$ cat src/rtl/edge_count_bcd.sv
// edge_count_bcd: counts synchronised rising edges of an asynchronous input
// over a fixed gate window and presents the result as two BCD digits with a
// one-cycle load strobe for the seven-segment display stage.
module edge_count_bcd #(
    parameter int unsigned UPDATE_PERIOD = 1200,
    parameter int unsigned PERIOD_W      = 16
) (
    input  logic       clk,
    input  logic       reset,
    input  logic       signal,
    output logic [3:0] tens,
    output logic [3:0] units,
    output logic       load
);

    localparam int unsigned CNT_W = 7;
    localparam logic [CNT_W-1:0]    CNT_MAX  = CNT_W'(99);
    localparam logic [PERIOD_W-1:0] WIN_LAST = PERIOD_W'(UPDATE_PERIOD - 1);

    typedef enum logic [1:0] {
        COUNT = 2'd0,
        TENS  = 2'd1,
        UNITS = 2'd2,
        LOAD  = 2'd3
    } state_t;

    logic                s1;
    logic                s2;
    logic                s3;
    logic                rise_c;
    logic [PERIOD_W-1:0] win_cnt;
    logic                win_end_c;
    logic [CNT_W-1:0]    edge_cnt;
    logic [CNT_W-1:0]    snapshot_c;
    logic [CNT_W-1:0]    work;
    logic [3:0]          t_acc;
    state_t              state;

    assign rise_c    = s2 & ~s3;
    assign win_end_c = (win_cnt == WIN_LAST);
    // Closing count includes a rise landing in the window's last cycle, capped at 99.
    assign snapshot_c = (edge_cnt == CNT_MAX) ? CNT_MAX : edge_cnt + CNT_W'(rise_c);

    // Three-flop synchroniser for the asynchronous input.
    always_ff @(posedge clk) begin
        if (!reset) begin
            s1 <= 1'b0;
            s2 <= 1'b0;
            s3 <= 1'b0;
        end else begin
            s1 <= signal;
            s2 <= s1;
            s3 <= s2;
        end
    end

    // Free-running gate window counter; windows are back to back.
    always_ff @(posedge clk) begin
        if (!reset) begin
            win_cnt <= '0;
        end else if (win_end_c) begin
            win_cnt <= '0;
        end else begin
            win_cnt <= win_cnt + PERIOD_W'(1);
        end
    end

    // Saturating edge counter, cleared as each window closes.
    always_ff @(posedge clk) begin
        if (!reset) begin
            edge_cnt <= '0;
        end else if (win_end_c) begin
            edge_cnt <= '0;
        end else if (rise_c && (edge_cnt != CNT_MAX)) begin
            edge_cnt <= edge_cnt + CNT_W'(1);
        end
    end

    // Binary-to-BCD by repeated subtraction of ten, then present and strobe.
    always_ff @(posedge clk) begin
        if (!reset) begin
            state <= COUNT;
            work  <= '0;
            t_acc <= '0;
            tens  <= '0;
            units <= '0;
            load  <= 1'b0;
        end else begin
            load <= 1'b0;
            case (state)
                COUNT: begin
                    if (win_end_c) begin
                        work  <= snapshot_c;
                        t_acc <= '0;
                        state <= TENS;
                    end
                end
                TENS: begin
                    if (work >= CNT_W'(10)) begin
                        work  <= work - CNT_W'(10);
                        t_acc <= t_acc + 4'd1;
                    end else begin
                        state <= UNITS;
                    end
                end
                UNITS: begin
                    tens  <= t_acc;
                    units <= work[3:0];
                    load  <= 1'b1;
                    state <= LOAD;
                end
                LOAD: begin
                    state <= COUNT;
                end
                default: begin
                    state <= COUNT;
                end
            endcase
        end
    end

endmodule

$ cat config.mk
export PLATFORM = sky130hd
export DESIGN_NAME = edge_count_bcd
export DESIGN_NICKNAME = d
export VERILOG_FILES = /design/src/rtl/edge_count_bcd.sv
export SDC_FILE = /design/constraint.sdc
export NUM_CORES = 1
export LEC_CHECK = 0
export CORE_MARGIN = 5
export CORE_UTILIZATION = 50
export DETAILED_ROUTE_END_ITERATION = 10
export HOLD_SLACK_MARGIN = 0.08
export PLACE_DENSITY = 0.69
export SLEW_MARGIN = 20
export SYNTH_ARGS = -nofsm -noshare
export SYNTH_HDL_FRONTEND = slang
export SYNTH_SLANG_ARGS = --single-unit
$ cat constraint.sdc
create_clock -name clk -period 3.6 [get_ports clk]
set_input_delay 0.36 -clock clk [delete_from_list [all_inputs] [get_ports clk]]
set_output_delay 0.36 -clock clk [all_outputs]
set_load 0.005 [all_outputs]
Word level (Yosys, flattened, before mapping)

Cells that the tools add are included.

Output and inout port bits: 9
Bits in writable memories: 0
Bits in read-only memories: 0
Flip-flop bits (word level): 48
Memories: 0
Bits in latches: 0

Shift operators: 0
Mux-type cells: 11
$lt $le $gt $ge: 1
Reductions and logical operators: 6
Bitwise gates (word level): 3
Add/sub/neg operators: 5
Multiply operators: 0
Equality and inequality tests: 9
Divide/modulo/power cells: 0

Operators by type and width:

| kind                                                                  | number |
|---|---|
| 7-bit two-way mux                                                     | 3 |
| 16-bit by 1-bit adder with 16-bit output, second input constant       | 1 |
| 16-bit by 11-bit == test with 1-bit output, second input constant     | 1 |
| 7-bit one-hot mux with 2 select lines                                 | 1 |
| 4-bit two-way mux                                                     | 2 |
| 2-bit one-hot mux with 4 select lines                                 | 1 |
| 4-bit one-hot mux with 2 select lines                                 | 1 |
| 7-bit by 1-bit adder with 7-bit output                                | 1 |
| 7-bit by 1-bit adder with 7-bit output, second input constant         | 1 |
| 7-bit == test, second input constant                                  | 1 |
| 7-bit by 4-bit >= comparator with 1-bit output, second input constant | 1 |
| 7-bit != test, second input constant                                  | 1 |
| 7-bit by 4-bit subtractor with 7-bit output, second input constant    | 1 |
| 2-bit != test, second input constant                                  | 3 |
| 4-bit by 1-bit adder with 4-bit output, second input constant         | 1 |
| 2-bit == test, second input constant                                  | 2 |
| 2-bit two-way mux                                                     | 2 |
| 3-bit AND reduction                                                   | 1 |
| 2-bit by 1-bit == test with 1-bit output, second input constant       | 1 |
| 2-bit zero test                                                       | 1 |
| 1-bit inverter                                                        | 2 |
| 2-bit AND reduction                                                   | 1 |
| 2-bit nonzero test                                                    | 1 |
| 2-bit OR reduction                                                    | 1 |
| other kinds (3)                                                       | 3 |

Longest topological paths before layout

Depth in word-level cells: 6
Depth in mapped cells: 8

Worst setup path before layout

Ideal clock, no wire load.

Path kind: flip-flop to flip-flop
Start point: reg s2
End point: reg work[6]
Period minus slack after synthesis: 1.898 ns
Buffers on the path: 0
Arrival: 1.797 ns
Data required time: 3.499 ns
Setup slack: 1.702 ns
Cell stages (with the launch flop): 9
Cells stage by stage: dfxtp_1 nor2b_1 ha_1 ha_1 inv_1 or3_1 xnor2_1 nor2_1 o41ai_1

Word-level cells in the longest chain between the ends: 5

RTL lines:

| element                                | line | text |
|---|---|---|
| from (decl)                            | 28   | `logic s2;` |
| from (signal assigned)                 | 48   | `s2 <= 1'b0;` |
| from (signal assigned)                 | 52   | `s2 <= s1;` |
| 1-bit AND                              | 39   | `assign rise_c = s2 & ~s3;` |
| 7-bit by 1-bit adder with 7-bit output | 42   | `assign snapshot_c = (edge_cnt == CNT_MAX) ? CNT_MAX : edge_cnt + CNT_W'(rise_c);` |
| 7-bit two-way mux                      | 42   |  |
| 7-bit two-way mux                      | 92   | `if (win_end_c) begin` |
| 7-bit one-hot mux with 2 select lines  | 90   | `case (state)` |
| to (signal assigned)                   | 93   | `work <= snapshot_c;` |
| to (signal assigned)                   | 100  | `work <= work - CNT_W'(10);` |
| to (decl)                              | 35   | `logic [CNT_W-1:0] work;` |

Every way passes these cells. The select of a mux whose other input is x is not followed.
A chain may end at the register's enable or synchronous reset.

Worst setup path in the final report

Same ends and word-level chain as after synthesis.

==> results.tsv <==
metric	value	unit
status	finished, final reports clean	
antenna_found_initial	0	
syn_area_per_cell	8.93	um2
cts-htree-levels	2	
ctsLongestPathBuffers	2	
cpMostUsedCell	ha_1	
clock_skew	4.33	ps
max_slew.worst_pin.slew	708	ps
synth_area	0.00235	mm2
async_flop_share	0	%
drive_above_1_share	4.80	%
netlist-cell-type-count	45	
crit_chain	nor2b_1 -> ha_1 -> ha_1 -> inv_1 -> or3_1 -> xnor2_1 -> nor2_1 -> o41ai_1	
finalNetCount	283	
holdWs	445	ps
gp_congestion	0.764	
critPathArrivalTime	2280	ps
synth_warnings	0	
max_freq	483	MHz
crit_type	reg -> reg	
rsz0062_at_grt	false	
endpoint_kind	flip-flop	
die_w	78.6	um
vias_per_cell	5.52	
final_cell_area	0.00256	mm2
initialDrtViolationCount	120	
critPathRequiredTime	3810	ps
ys.flop_type	dfxtp_1	
postCtsSetupBuffers	0	
numCtsBuffers	5	
synth_nets	276	
via_count	1794	
io_pins	12	
cap_violations	0	
die_height	78.6	um
grt_pass1_wl	7490	um
routedWlPerCell	13.5	um
relSlewSlack	52.7	%
ctsHoldBuffers	0	
cts_tree	done	
ys_seq_elements	48	
postCtsResizedCells	0	
clkLatencyLatePin	300	ps
dp.final_hpwl	3130	um
ys_seq_area_share	40.9	%
leakage	0.908	nW
grt_max_degree	22	
die-area	0.00617	mm2
synth_cells	263	
setup_viol	0	
clk_pin_slew_worst_paths	80	ps
place_area	0.00247	mm2
drc	0	
fin_crit	2070	ps
drt_first_pass_iters	4	
slowest_delay	360	ps
wirelength	4390	um
track_usage	15.2	%
antennaDiodeCount	0	
start_util	50.8	%
area_delta_synth_final	8.84	%
synth-edff-count	0	
finalHoldViolations	0	
clockRootBuffer	clkbuf_8	
setup_tns	0	ps
hold_class	reg -> reg	
peakVddDrop	0.000266	V
p_per_area	466	mW/mm2
io_buffer_count	11	
fin_crit_sh	57.6	%
cts.sinks	48	
slew_violations	0	
rows	25	
worstSetupStartpointType	flip-flop	
worstPathMaxFanout	3	
slowest_stage	or3_1	
core	0.00463	mm2
grt_pass1_vias	1609	
ant_nets	0	
grt_overflow	0	
[layout make-up]
type,count,area (um2)
fill,439,2070
timing repair buffer,11,110
multi-input combinational,190,1280
inverter,14,52.6
tap,54,67.6
sequential,48,961
clock buffer,8,90.1
[routing by layer]
layer / wire length (um) / track usage, %
met1: 2220 / 20.0
met2: 1930 / 23.3
met3: 140 / 3.10
met4: 97 / 8.22
met5: 0 / 0
[cell families after synthesis]
kind of cell,count (synthesis),share of synthesized area (%)
AO/OA/AOI/OAI,42,12.3
adder cells (fa/ha/maj),10,5.32
multiplexers,11,4.69
AND/OR/NAND/NOR,106,24.2
buffers and inverters,25,4.79
flip-flops,48,40.9
XOR/XNOR,21,7.83
[critical path, delay by kind of cell, from the launching register on]
kind | cells | cell delay, ps
compound gates | 1 | 290
xor+xnor | 1 | 140
fa+ha+maj | 2 | 440
simple gates | 3 | 740
flops | 1 | 320
buf+inv | 1 | 60
[Yosys cell counts (all sizes together) (2+ instances only)]
cell type	n	area [um2]
a211oi	3	22.5
a21oi	14	70.1
and2	6	37.5
and3	6	37.5
and4	2	17.5
buf	3	30.0
clkbuf	8	30.0
dfxtp	48	961
ha	10	125
inv	14	52.6
mux2i	11	110
nand2	16	60.1
nand3	7	35.0
nand4	8	50.1
nor2	35	139
nor2b	2	12.5
nor3	8	40.0
nor4b	4	47.6
o211ai	3	36.3
o21ai	10	61.3
o32ai	2	17.5
or3	6	37.5
xnor2	14	123
xor2	7	61.3
[cell usage in the layout (no fill, tap or decap), types with 3 or more instances in the layout]
master and instances:
nand4_1 8, mux2i_1 11, nand2_1 16, nor3_1 8
and3_1 6, a21oi_1 14, xnor2_1 14, and2_1 6
or3_1 6, clkdlybuf4s50_1 11, o21ai_0 9, dfxtp_1 48
a211oi_1 3, inv_1 14, xor2_1 7, ha_1 10
clkbuf_8 6, nor2_1 34, nand3_1 7
[state kept, by name, summed over array words and instances, names as in the netlist, 2 cells and up]
name,count
tens,4
state,2
t_acc,4
win_cnt,16
edge_cnt,7
units,4
work,7
[metrics by stage]
stage          utilization, %  total power [mW]  std cells  setup WS (ps)
2_1_floorplan               -             0.826        263           1700
3_3_place_gp             53.3             0.871        317           1610
5_1_grt                  55.2              1.26        325           1340
6_report                 55.2              1.19        325           1530
4_1_cts                  55.2              1.20        325           1520
3_5_place_dp             53.3             0.872        317           1540
[report_power, final]
| group | internal (mW) | switching, mW | total (mW) | leakage [nW] |
|---|---|---|---|---|
| registers | 0.553 | 0.0171 | 0.570 | 0.388 |
| logic | 0.106 | 0.187 | 0.293 | 0.474 |
| clock network | 0.157 | 0.172 | 0.329 | 0.0455 |
| total | 0.816 | 0.376 | 1.19 | 0.908 |
[final timing paths]
kind	start	end	slack, ps	depth (start not counted)
worst max-delay path	s2	work[6]	1530	8
worst min-delay path	s1	s2	450	1
worst max register to register	s2	work[6]	1530	8
worst min register to register	s1	s2	450	1
(Power assumes the default switching activity.)
